[config.mk]
export PLATFORM = sky130hd
export DESIGN_NAME = event_trigger_sched
export DESIGN_NICKNAME = d
export VERILOG_FILES = /design/src/rtl/event_trigger_pkg.sv /design/src/rtl/event_trigger_fifo.sv /design/src/rtl/event_trigger_sched.sv
export SDC_FILE = /design/constraint.sdc
export NUM_CORES = 1
export LEC_CHECK = 0
export ABC_CLOCK_PERIOD_IN_PS = 2400
export BUFFER_PORTS_ARGS = -buffer_cell sky130_fd_sc_hd__buf_2
export CAP_MARGIN = 20
export CORE_MARGIN = 1
export CORE_UTILIZATION = 35
export DETAILED_ROUTE_END_ITERATION = 8
export PLACE_DENSITY_LB_ADDON = 0.15
export SLEW_MARGIN = 5
export SYNTH_ARGS = -nofsm -noshare
export SYNTH_HDL_FRONTEND = slang
export SYNTH_SLANG_ARGS = --single-unit
[constraint.sdc]
create_clock -name clk -period 2.4 [get_ports clk]
set_input_delay 0.12 -clock clk [delete_from_list [all_inputs] [get_ports clk]]
set_output_delay 0.12 -clock clk [all_outputs]
set_load 0.005 [all_outputs]
[src/rtl/event_trigger_pkg.sv]
// event_trigger_pkg: shared defaults and types for the event-trigger scheduler
package event_trigger_pkg;
  localparam int DEF_DLY_W = 4;
  localparam int DEF_CNT_W = 8;
  typedef logic [DEF_DLY_W-1:0] delay_t;
endpackage

[src/rtl/event_trigger_fifo.sv]
// event_trigger_fifo: synchronous request FIFO with same-edge push and pop
module event_trigger_fifo import event_trigger_pkg::*; #(
  parameter int DEPTH = 4,
  parameter int W     = DEF_DLY_W
) (
  input  logic                       clk,
  input  logic                       rst,
  input  logic                       push,
  input  logic                       pop,
  input  logic [W-1:0]               din,
  output logic [W-1:0]               dout,
  output logic [$clog2(DEPTH+1)-1:0] count,
  output logic                       full,
  output logic                       empty
);
  localparam int AW = $clog2(DEPTH);
  localparam int CW = $clog2(DEPTH+1);
  logic [W-1:0]  mem [DEPTH];
  logic [AW-1:0] rd, wr;
  logic          do_push, do_pop;
  assign full    = count == CW'(DEPTH);
  assign empty   = count == '0;
  assign do_push = push && !full;
  assign do_pop  = pop && !empty;
  assign dout    = mem[rd];
  always_ff @(posedge clk)
    if (do_push) mem[wr] <= din;
  always_ff @(posedge clk) begin
    if (rst) begin
      rd    <= '0;
      wr    <= '0;
      count <= '0;
    end else begin
      rd    <= rd + AW'(do_pop);
      wr    <= wr + AW'(do_push);
      count <= count + CW'(do_push) - CW'(do_pop);
    end
  end
endmodule

[src/rtl/event_trigger_sched.sv]
// event_trigger_sched: queued delayed triggers firing one-cycle fire/wake pulses
module event_trigger_sched import event_trigger_pkg::*; #(
  parameter int DEPTH   = 4,
  parameter int DLY_W   = DEF_DLY_W,
  parameter int WAITERS = 4,
  parameter int CNT_W   = DEF_CNT_W
) (
  input  logic                       clk,
  input  logic                       rst,
  input  logic                       req_valid,
  input  logic [DLY_W-1:0]           req_delay,
  output logic                       req_ready,
  input  logic [WAITERS-1:0]         arm,
  output logic [WAITERS-1:0]         wake,
  output logic                       fire,
  output logic [CNT_W-1:0]           fire_count,
  output logic [$clog2(DEPTH+2)-1:0] pending
);
  localparam int CW = $clog2(DEPTH+1);
  localparam int PW = $clog2(DEPTH+2);
  logic               busy, busy_n, fire_edge, push, pop, full, empty;
  logic [DLY_W-1:0]   cnt, head;
  logic [CW-1:0]      count;
  logic [WAITERS-1:0] armed;
  event_trigger_fifo #(.DEPTH(DEPTH), .W(DLY_W)) u_fifo (
    .clk(clk), .rst(rst), .push(push), .pop(pop), .din(req_delay),
    .dout(head), .count(count), .full(full), .empty(empty)
  );
  assign req_ready = !full;
  assign push      = req_valid && req_ready;
  assign fire_edge = busy && cnt == '0;
  assign pop       = !empty && (!busy || fire_edge);
  assign busy_n    = pop || (busy && !fire_edge);
  always_ff @(posedge clk) begin
    if (rst) begin
      busy       <= 1'b0;
      cnt        <= '0;
      armed      <= '0;
      wake       <= '0;
      fire       <= 1'b0;
      fire_count <= '0;
      pending    <= '0;
    end else begin
      busy       <= busy_n;
      cnt        <= pop ? head : (busy && cnt != '0) ? cnt - 1'b1 : cnt;
      fire       <= fire_edge;
      wake       <= fire_edge ? armed : '0;
      // arms sampled on the fire edge belong to the next trigger
      armed      <= fire_edge ? arm : armed | arm;
      fire_count <= fire_count + CNT_W'(fire_edge);
      pending    <= PW'(count) + PW'(push) - PW'(pop) + PW'(busy_n);
    end
  end
endmodule

Word level (Yosys, flattened, before mapping)

Memories as Yosys holds them, arrays and structs flattened. A register that Yosys moved wholly into a read port is not among the register bits.
Cells that the tools add are included.
Widths: inputs -> output; s select.

Mux-type cells: 6
Add/subtract/negate cells: 9
Div/mod/pow operators: 0
Multiply operators: 0
Magnitude comparators: 0
Shifts and indexed selects: 0
Reduce and logical (&&, ||, !) cells: 18
Equality and inequality tests: 1
Bitwise gates (word level): 2

Operators with widths:

| kind                | number |
|---|---|
| $mux 4              | 3 |
| $add 3x1->3         | 3 |
| $add 8x1->8         | 1 |
| $logic_and 1x1->1   | 7 |
| $sub 3x1->3         | 2 |
| $add 2x1->2         | 2 |
| $logic_not 1->1     | 4 |
| $logic_not 4->1     | 1 |
| $or 4x4->4          | 1 |
| $reduce_bool 4->1   | 1 |
| $sub 4x1->4 const B | 1 |
| $eq 3x3->1 const B  | 1 |
| $logic_not 3->1     | 1 |
| $logic_or 1x1->1    | 2 |
| $mux 1              | 2 |
| $mux 2              | 1 |
| $reduce_bool 2->1   | 1 |
| $reduce_or 2->1     | 1 |
| $not 1->1           | 1 |

Word-level logic and storage cells: 47
Input bits: 11
Memories kept: 1
Memory bits (writable): 16
Flip-flop bits (word level): 32
Bits in latches: 0
Memory bits (read-only): 0

Memory list:

| name       | words | bits a word | read ports | clocked after Yosys merged registers in | write ports | RTL line                 | RTL |
|---|---|---|---|---|---|---|---|
| u_fifo.mem | 4     | 4           | 1          | 1                                       | 1           | event_trigger_fifo.sv:18 | `logic [W-1:0] mem [DEPTH];` |

Longest topological paths before layout

Gate-level depths: netlist (run 1).

Depth in word-level cells: 7
Mapped depth: 11
Mapped depth without buffers: 11

By module

A second synthesis (run 1) with hierarchy kept.

Cell total of the unflattened synthesis: 169
Area total of the unflattened synthesis: 1988.2 µm²

Modules (own cells, without submodules):

| module              | area each (µm²) | instances | cells each |
|---|---|---|---|
| event_trigger_sched | 1048.5          | 1         | 113 |
| event_trigger_fifo  | 939.7           | 1         | 56 |

Least setup slack after synthesis (run 1)

Ideal clock, no wire load.

Path type: register to register
Start point: reg cnt[0]
End point: reg pending[1]
Slack: -0.039 ns
Data arrival time: 2.326 ns
Stages on the path, launching flop included: 11
Cell sequence: dfxtp_1 -> inv_1 -> ha_1 -> nor3b_2 -> nor2_1 -> nor2_1 -> ha_1 -> fa_1 -> inv_1 -> fa_1 -> nor2b_1

Word-level cells in the longest chain between the ends: 6
Elaborated cells on any way between the ends: 9
Those cells by class: add/sub (2); reduce/logical (7)

RTL lines:

| item                                                | RTL line                                             | RTL |
|---|---|---|
| start: declaration                                  | event_trigger_sched.sv:22                            | `logic [DLY_W-1:0] cnt, head;` |
| start signal: assignment                            | event_trigger_sched.sv:45                            | `cnt <= pop ? head : (busy && cnt != '0) ? cnt - 1'b1 : cnt;` |
| $logic_not 4->1 *                                   | event_trigger_sched.sv:31                            | `assign fire_edge = busy && cnt == '0;` |
| $logic_and 1x1->1 *                                 | event_trigger_sched.sv:31                            |  |
| $logic_or 1x1->1 or $logic_not 1->1 (tied branches) | event_trigger_sched.sv:32, event_trigger_sched.sv:33 |  |
| $logic_and 1x1->1, on equally long branches         | event_trigger_sched.sv:32, event_trigger_sched.sv:33 |  |
| $sub 3x1->3 or $logic_or 1x1->1 (tied branches)     | event_trigger_sched.sv:51, event_trigger_sched.sv:33 |  |
| $add 3x1->3 *                                       | event_trigger_sched.sv:51                            | `pending <= PW'(count) + PW'(push) - PW'(pop) + PW'(busy_n);` |
| end signal: assignment                              | event_trigger_sched.sv:51                            |  |
| end: declaration                                    | event_trigger_sched.sv:17                            | `output logic [$clog2(DEPTH+2)-1:0] pending` |

Mark *: on every way between the ends. The rest lies on a longest branch, timed or not.
A chain may end at the register's enable or synchronous reset.

Worst setup path after layout (run 1)

Same ends and word-level chain as after synthesis.

==> impl_metrics.py, run 1 <==
metrics = {
    "outcome": {
        "status": "finished, final reports clean",
    },
    "critical_path": {
        "critPathBufInv": 2,
        "r2r_cells": 10,
        "cp_cell_sequence": "inv_2 -> ha_4 -> nor3b_4 -> nor2_2 -> nor2_1 -> ha_1 -> fa_2 -> inv_2 -> fa_1 -> nor2b_1",
        "cp_common_cell": "inv_2",
        "r2r-start": "cnt[0]",
        "max_stage_delay_ns": 0.39,
        "regToRegSetupSlack_ns": 0.10,
        "r2r_end": "pending[1]",
        "crit_path_top_delay_cell": "fa_2",
        "cp_max_fo": 4,
        "crit_family": "adder cells",
        "cp.arrival_ns": 2.47,
        "cp.required_ns": 2.57,
        "worst-setup-path-type": "reg2reg",
        "cp-end-kind": "flop",
        "startpoint_type": "flop",
    },
    "floorplan": {
        "num_io_pins": 28,
        "die_height_um": 77.16,
        "row_count": 26,
        "core-area_um2": 5270,
        "start_util_pct": 37.51,
        "die-area_um2": 5953,
        "die_x_um": 77.16,
    },
    "sta": {
        "timing.final.crit_period_ns": 2.297,
        "fmax_ghz": 0.4353,
        "rsz0062_at_grt": "true",
        "setup_ws_ns": 0.1026,
        "final-setup-viol-count": 0,
        "finalCritPeriodShare_pct": 95.72,
        "drv_slew": 0,
        "setup-tns-final_ns": 0,
        "worst_slew_pin_slew_ns": 0.7307,
        "hold_viol": 0,
        "fin_skew_ns": 0.003555,
        "relSlewSlack_pct": 51.18,
    },
    "cells_and_area": {
        "insertedDiodeCount": 0,
        "final_cell_mix": "dfxtp_1, buf_2, nor2_1, edfxtp_1, nor2b_1",
        "area_delta_synth_final_pct": 19.75,
        "final_common_cell": "dfxtp_1",
        "nets": 223,
        "drive_above_1_share_pct": 29.21,
        "stdcell_count": 272,
    },
    "pwr": {
        "ir_drop_mv": 0.7865,
        "power_density_nw_per_um2": 1179,
        "p_leak_nw": 0.9552,
        "total_power_w": 0.002791,
    },
    "route": {
        "drt_wl_total_um": 3446,
        "wire_per_inst_um": 12.67,
        "drc": 0,
        "vias_per_cell": 4.882,
        "ant_nets": 0,
        "vias": 1328,
        "first_pass_iters": 4,
        "drt-initial-drc-count": 55,
    },
    "clock_network": {
        "clk_pin_slew_ns": 0.08,
        "htreeDepth": 2,
        "numCtsBuffers": 5,
        "hold_buffers": 0,
        "clkLatencyLatePin_ns": 0.29,
        "root_buffer": "clkbuf_8",
        "cts_buffer_depth": 2,
        "cts.sinks": 48,
        "tritoncts": "built",
    },
    "hold_path": {
        "hp-start": "arm[1]",
        "min_to": "armed[1]",
        "min_path_type": "in2reg",
        "whs_path_depth": 3,
    },
    "placement": {
        "dp_hpwl_um": 2544,
        "gp_congestion": 0.7653,
        "place_ws_ns": 0.02181,
        "dp.cells": 263,
        "portBuffers": 27,
    },
    "global_route": {
        "antenna_found_initial": 0,
        "grt_use_total_pct": 12.39,
        "grt_max_degree": 29,
        "grt_overflow": 0,
        "grt_pass1_wl_um": 5768,
        "grt_pass1_vias": 1345,
    },
    "synth": {
        "synth-xor-area-share_pct": 3.544,
        "syn-num-nets": 187,
        "syn_avg_cell_area_um2": 11.98,
        "yosysTopAreaCell": "dfxtp_1",
        "async_reset_ff_share_pct": 0,
        "synth.mux.area_fraction_pct": 4.557,
        "synthAdderAreaFrac_pct": 8.101,
        "seq_area_frac_synth_pct": 56.71,
        "synth-simple-area-share_pct": 16.71,
        "synth_top_area_share_pct": 32.41,
        "synth_compound_area_share_pct": 6.266,
        "yosys_warnings": 0,
        "synth-edff-count": 16,
        "ys_ff_latch": 48,
        "synth_cell_types": 38,
        "synth_top_family_by_area": "simple AND/OR/NAND/NOR gates",
        "syn_inst": 165,
        "netlist_area_um2": 1977,
        "synthTopCellsByArea": "dfxtp_1, edfxtp_1, ha_1",
        "synthFlopType": "dfxtp_1",
    },
    "run": {
        "cap_violations": 0,
    },
}
-- synthesized netlist by cell type (5+ instances only) --
| cell | count |
|---|---|
| a21oi_1 | 7 |
| dfxtp_1 | 32 |
| edfxtp_1 | 16 |
| ha_1 | 8 |
| inv_1 | 9 |
| nor2_1 | 18 |
| nor2b_1 | 8 |
| or3_1 | 5 |
| xnor2_1 | 6 |
-- area by class of cell --
cell class / count / area, um2
tap: 70 / 87.58
fill: 520 / 2903
timing repair buffer: 33 / 183.9
clock inverter: 1 / 30.03
clock buffer: 7 / 96.34
sequential: 48 / 1124
inverter: 12 / 45.04
multi-input combinational: 101 / 800.8
-- sequential cells by signal, indices dropped and copies added (netlist names) --
signal / flops
busy: 1
fire: 1
u_fifo.count: 3
u_fifo.mem: 16
u_fifo.rd: 2
armed: 4
wake: 4
pending: 3
fire_count: 8
u_fifo.wr: 2
cnt: 4
-- power by group --
part / total (W) / leakage [nW] / switching (W) / internal, W
Combinational: 0.00103 / 0.481 / 0.000488 / 0.000546
Sequential: 0.00113 / 0.410 / 0.000133 / 0.00100
Clock: 0.000622 / 0.0645 / 0.000254 / 0.000368
-- worst max path at each step --
stage | endpoint | slack, ns | cells after the start | start
final | pending[1] | 0.10 | 10 | cnt[0]
after global routing | pending[1] | -0.01 | 10 | cnt[0]
after CTS | pending[1] | 0.01 | 10 | cnt[0]
after detailed placement | pending[1] | 0.02 | 10 | cnt[0]
after global placement | pending[1] | 0.09 | 10 | cnt[0]
after floorplan | pending[1] | 0.02 | 10 | cnt[0]
-- cell families (layout without fill, tap and decap cells) --
group,count (synthesis),in the layout
DFF,48,48
muxes,4,4
and+or+nand+nor,58,58
xor gates and xnor gates,8,8
buffers and inverters,16,53
adders and majority gates,11,11
AOI/OAI and AO/OA,20,20
-- what timing repair did --
item / 4_1_cts / 5_1_grt
resized for setup: 0 / 11
setup buffers: 0 / 1
endpoints found under the setup margin: 0 / 3
-- worst reg2reg max path, delay by kind of cell (launching register included) --
family / cells / cell delay (ns)
fa+ha+maj: 4 / 1.22
buf+inv: 2 / 0.11
flops: 1 / 0.36
simple gates: 4 / 0.49
-- per-stage QoR --
step / cell area [um2] / utilization, % / hold slack (ns)
floorplan: 1979 / - / 0.2189
global placement: 2203 / 41.81 / 0.3287
detailed placement: 2203 / 41.81 / 0.3359
finish: 2367 / 44.92 / 0.03241
CTS: 2330 / 44.21 / 0.02515
global route: 2367 / 44.92 / 0.03187
-- routing by layer --
| layer | track usage (%) | share of wire, % |
|---|---|---|
| met5 | 0 | 0 |
| met2 | 22.57 | 51 |
| met3 | 3.214 | 3.5 |
| met1 | 13.33 | 43 |
| met4 | 5.472 | 1.5 |
Power figures use the tool's default switching activity.
==> inputs of run 2 (changes only) <==
- ABC_CLOCK_PERIOD_IN_PS: 2400 -> 2600
- clock period: 2.4 -> 2.6 ns (I/O delays scaled with it)
==> impl_metrics.py, run 2 (synthesized netlist as in run 1, its figures left out) <==
metrics = {
    "critical_path": {
        "worst-setup-path-type": "reg2reg",
        "cp.arrival_ns": 2.60,
        "cp.required_ns": 2.76,
        "startpoint_type": "flop",
        "regToRegSetupSlack_ns": 0.16,
        "r2r-start": "cnt[0]",
        "r2r_cells": 10,
        "r2r_end": "pending[1]",
        "cp_max_fo": 5,
        "cp-end-kind": "flop",
    },
    "global_route": {
        "grt_overflow": 0,
        "grt_pass1_wl_um": 5664,
        "grt_max_degree": 29,
        "grt_use_total_pct": 12.36,
        "antenna_found_initial": 0,
        "grt_pass1_vias": 1225,
    },
    "route": {
        "drt_wl_total_um": 3377,
        "ant_nets": 0,
        "vias": 1279,
        "drt-initial-drc-count": 78,
        "vias_per_cell": 4.755,
        "drc": 0,
        "wire_per_inst_um": 12.55,
        "first_pass_iters": 4,
    },
    "pwr": {
        "ir_drop_mv": 0.6025,
        "p_leak_nw": 0.9317,
        "power_density_nw_per_um2": 1057,
    },
    "floorplan": {
        "row_count": 26,
        "die_height_um": 77.16,
        "die-area_um2": 5953,
        "die_x_um": 77.16,
        "start_util_pct": 37.51,
        "core-area_um2": 5270,
        "num_io_pins": 28,
    },
    "clock_network": {
        "cts.sinks": 48,
        "clk_pin_slew_ns": 0.08,
        "tritoncts": "built",
        "clkLatencyLatePin_ns": 0.29,
        "numCtsBuffers": 5,
        "htreeDepth": 2,
        "cts_buffer_depth": 2,
        "hold_buffers": 0,
        "cts_setup_buffers": 0,
        "root_buffer": "clkbuf_8",
    },
    "cells_and_area": {
        "final_common_cell": "dfxtp_1",
        "drive_above_1_share_pct": 23.62,
        "reg.largest.list": "u_fifo.mem: 16 flops, fire_count: 8 flops",
        "insertedDiodeCount": 0,
        "final_area_um2": 2302,
        "final_cell_mix": "dfxtp_1, buf_2, nor2_1",
        "top_register": "u_fifo.mem",
        "largest_reg_flops": 16,
        "seq_area_um2": 1121,
        "fillers": 527,
        "area_delta_synth_final_pct": 16.46,
        "multi_input_area_um2": 783.3,
        "nets": 220,
    },
    "sta": {
        "finalCritPeriodShare_pct": 93.66,
        "rsz0062_at_grt": "false",
        "final-setup-viol-count": 0,
        "relSlewSlack_pct": 51.29,
        "setup_ws_ns": 0.1649,
        "whs_ns": 0.04917,
        "setup-tns-final_ns": 0,
        "worst_slew_pin_slew_ns": 0.7291,
        "drv_slew": 0,
        "hold_viol": 0,
        "fmax_ghz": 0.4107,
        "fin_skew_ns": 0.008022,
        "timing.final.crit_period_ns": 2.435,
    },
    "hold_path": {
        "whs_path_depth": 3,
        "min_to": "armed[1]",
        "min_path_type": "in2reg",
        "hp-start": "arm[1]",
    },
    "placement": {
        "place_ws_ns": 0.1201,
        "portBuffers": 27,
        "gp_congestion": 0.7271,
        "placed_area_um2": 2186,
        "dp_hpwl_um": 2531,
    },
    "outcome": {
        "status": "finished, final reports clean",
    },
    "run": {
        "cap_violations": 0,
    },
}
[run 2: cell types whose count changed in the layout (fill, tap and decap cells not counted), moves of 2 or more]
cell      change
inv_2         -3
clkbuf_8      -2
dfxtp_1       +2
buf_4         -2
inv_1         +3
dfxtp_2       -2
[run 2: metal layers]
layer	part of all wire [%]	track usage, %
met2	53	20.97
met3	3.1	3.571
met1	44	14.75
met5	0	0
met4	0.47	4.528
[run 2: power breakdown]
group / switching [W] / total, W / internal [W]
combinational: 0.000423 / 0.000872 / 0.000449
clock: 0.000228 / 0.000514 / 0.000285
sequential: 0.000125 / 0.00105 / 0.000922
total: 0.000776 / 0.00243 / 0.00166
[run 2: worst max-delay path by stage]
stage,from,end,slack (ns),cells past startpoint
2_1_floorplan,cnt[0],pending[1],0.16,10
3_3_place_gp,cnt[0],pending[1],0.22,10
3_5_place_dp,cnt[0],pending[1],0.12,10
4_1_cts,cnt[0],pending[1],0.09,10
5_1_grt,cnt[0],pending[1],0.0006,10
6_report,cnt[0],pending[1],0.16,10
[run 2: what timing repair did]
item                                    4_1_cts  5_1_grt
resized for setup                             0        2
endpoints found under the hold margin         0        0
endpoints found under the setup margin        0        3
[run 2: layout make-up]
cell class,count,area share [%]
flip-flops and latches,48,48.70
clock inverters,2,1.522
inverters,12,1.957
multi-input cells,101,34.02
well taps,70,3.804
repair buffers,30,6.848
clock buffers,6,3.152
[run 2: through the flow]
stage	util, %	total power [W]	cells
after floorplan	-	0.001699	165
after global placement	41.48	0.001895	261
after detailed placement	41.48	0.001928	261
after CTS	43.52	0.002451	269
after global routing	43.68	0.002650	269
final	43.68	0.002432	269
[run 2: critical path, cell delays in order, from the launching register on]
cell	delay (ns)
dfxtp_1	0.38
inv_1	0.06
ha_1	0.22
nor3b_4	0.17
nor2_2	0.12
nor2_1	0.06
ha_1	0.31
fa_1	0.39
inv_1	0.07
fa_1	0.39
nor2b_1	0.13
==> inputs of run 3 (changes only) <==
- CORE_UTILIZATION: 35 -> 40
- CTS_CLUSTER_SIZE: unset -> 24
==> impl_metrics.py, run 3 (synthesized netlist as in run 1, its figures left out) <==
metrics = {
    "route": {
        "drt_wl_total_um": 3387,
        "wire_per_inst_um": 12.73,
        "first_pass_iters": 4,
        "vias": 1256,
        "drt-initial-drc-count": 55,
        "drc": 0,
        "vias_per_cell": 4.722,
        "ant_nets": 0,
    },
    "cells_and_area": {
        "final_cell_mix": "dfxtp_1, buf_2, nor2_1",
        "reg.largest.list": "u_fifo.mem: 16 flops, fire_count: 8 flops",
        "stdcell_count": 266,
        "nets": 220,
        "largest_reg_flops": 16,
        "top_register": "u_fifo.mem",
        "insertedDiodeCount": 0,
        "drive_above_1_share_pct": 24.12,
        "final_common_cell": "dfxtp_1",
        "area_delta_synth_final_pct": 17.34,
    },
    "critical_path": {
        "crit_start": "cnt[0]",
        "r2r_end": "pending[1]",
        "startpoint_type": "flop",
        "regToRegSetupSlack_ns": 0.19,
        "crit_end": "pending[1]",
        "cp_max_fo": 5,
        "r2r_cells": 10,
        "r2r-start": "cnt[0]",
        "worst-setup-path-type": "reg2reg",
        "cp.required_ns": 2.77,
        "cp.arrival_ns": 2.58,
        "cp-end-kind": "flop",
    },
    "pwr": {
        "p_leak_nw": 0.9406,
        "ir_drop_mv": 0.4699,
        "power_density_nw_per_um2": 1070,
    },
    "floorplan": {
        "die_x_um": 72.30,
        "die-area_um2": 5227,
        "start_util_pct": 41.58,
        "core-area_um2": 4755,
        "row_count": 25,
        "num_io_pins": 28,
        "die_height_um": 72.30,
    },
    "global_route": {
        "grt_max_degree": 29,
        "grt_pass1_wl_um": 5844,
        "grt_overflow": 0,
        "grt_use_total_pct": 14.92,
        "antenna_found_initial": 0,
        "grt_pass1_vias": 1274,
    },
    "placement": {
        "gp_congestion": 0.8249,
        "dp.cells": 257,
        "dp_hpwl_um": 2522,
        "portBuffers": 27,
    },
    "sta": {
        "worst_slew_pin_slew_ns": 0.7302,
        "relSlewSlack_pct": 51.21,
        "setup-tns-final_ns": 0,
        "final-setup-viol-count": 0,
        "fin_skew_ns": 0.01087,
        "drv_slew": 0,
        "hold_viol": 0,
        "rsz0062_at_grt": "false",
        "timing.final.crit_period_ns": 2.408,
        "finalCritPeriodShare_pct": 92.61,
        "fmax_ghz": 0.4153,
    },
    "hold_path": {
        "min_path_type": "in2reg",
    },
    "clock_network": {
        "root_buffer": "clkbuf_8",
        "numCtsBuffers": 5,
        "cts.sinks": 48,
        "tritoncts": "built",
        "cts_buffer_depth": 2,
        "clkLatencyLatePin_ns": 0.30,
        "clk_pin_slew_ns": 0.09,
        "htreeDepth": 2,
    },
    "outcome": {
        "status": "finished, final reports clean",
    },
    "run": {
        "cap_violations": 0,
    },
}
## run 3: metrics by stage
step           util, %  power (W)  hold WS, ns  instance area (um2)  worst slack (ns)
2_1_floorplan        -   0.001699       0.2289                 1977            0.1608
3_3_place_gp     45.74   0.001877       0.3409                 2175            0.1716
3_5_place_dp     45.74   0.001902       0.3494                 2175           0.09269
4_1_cts          48.42   0.002489      0.03584                 2302           0.07100
5_1_grt          48.79   0.002699      0.03664                 2320           0.03106
6_report         48.79   0.002483      0.04546                 2320            0.1921
## run 3: worst min path at each step
stage                            start                to  slack (ns)  depth (start not counted)
after global routing      req_delay[3]  u_fifo.mem[2][3]        0.04                          1
after floorplan           req_delay[0]  u_fifo.mem[0][0]        0.23                          0
final                     req_delay[3]  u_fifo.mem[0][3]        0.05                          1
after detailed placement        arm[1]          armed[1]        0.35                          3
after CTS                 req_delay[3]  u_fifo.mem[0][3]        0.04                          1
after global placement    req_delay[3]  u_fifo.mem[2][3]        0.34                          1
## run 3: cell type report
cell class | count | area, um2
Clock buffer | 7 | 97.59
Clock inverter | 1 | 30.03
Fill cell | 456 | 2435
Inverter | 12 | 45.04
Multi-Input combinational cell | 101 | 783.3
Sequential cell | 48 | 1122
Tap cell | 67 | 83.83
Timing Repair Buffer | 30 | 157.7
## run 3: timing repair
item                       in CTS  in global routing
setup buffers                   0                  1
resized for setup               0                  3
hold buffers                    0                  0
setup endpoints to repair       0                  3
## run 3: where the power goes
part | internal (W) | switching [W] | total, W
Combinational | 0.000448 | 0.000412 | 0.000860
Sequential | 0.000923 | 0.000122 | 0.00105
Clock | 0.000345 | 0.000232 | 0.000577
Total | 0.00172 | 0.000766 | 0.00248
## run 3: routing by layer
layer | vias to the layer above | track usage, % | share of wire [%]
li1 | 646 | - | -
met3 | 5 | 3.750 | 3.4
met2 | 17 | 24.92 | 50
met1 | 588 | 18.81 | 45
met5 | - | 0 | 0
met4 | 0 | 5.229 | 1.7
## run 3: worst max-delay path, stage by stage (launching register included)
cell and delay (ns):
dfxtp_2 0.34, inv_1 0.05, ha_1 0.21, nor3b_4 0.27, nor2_2 0.07, nor2_1 0.11, ha_1 0.25, fa_1 0.38
inv_1 0.07, fa_1 0.39, nor2b_1 0.13
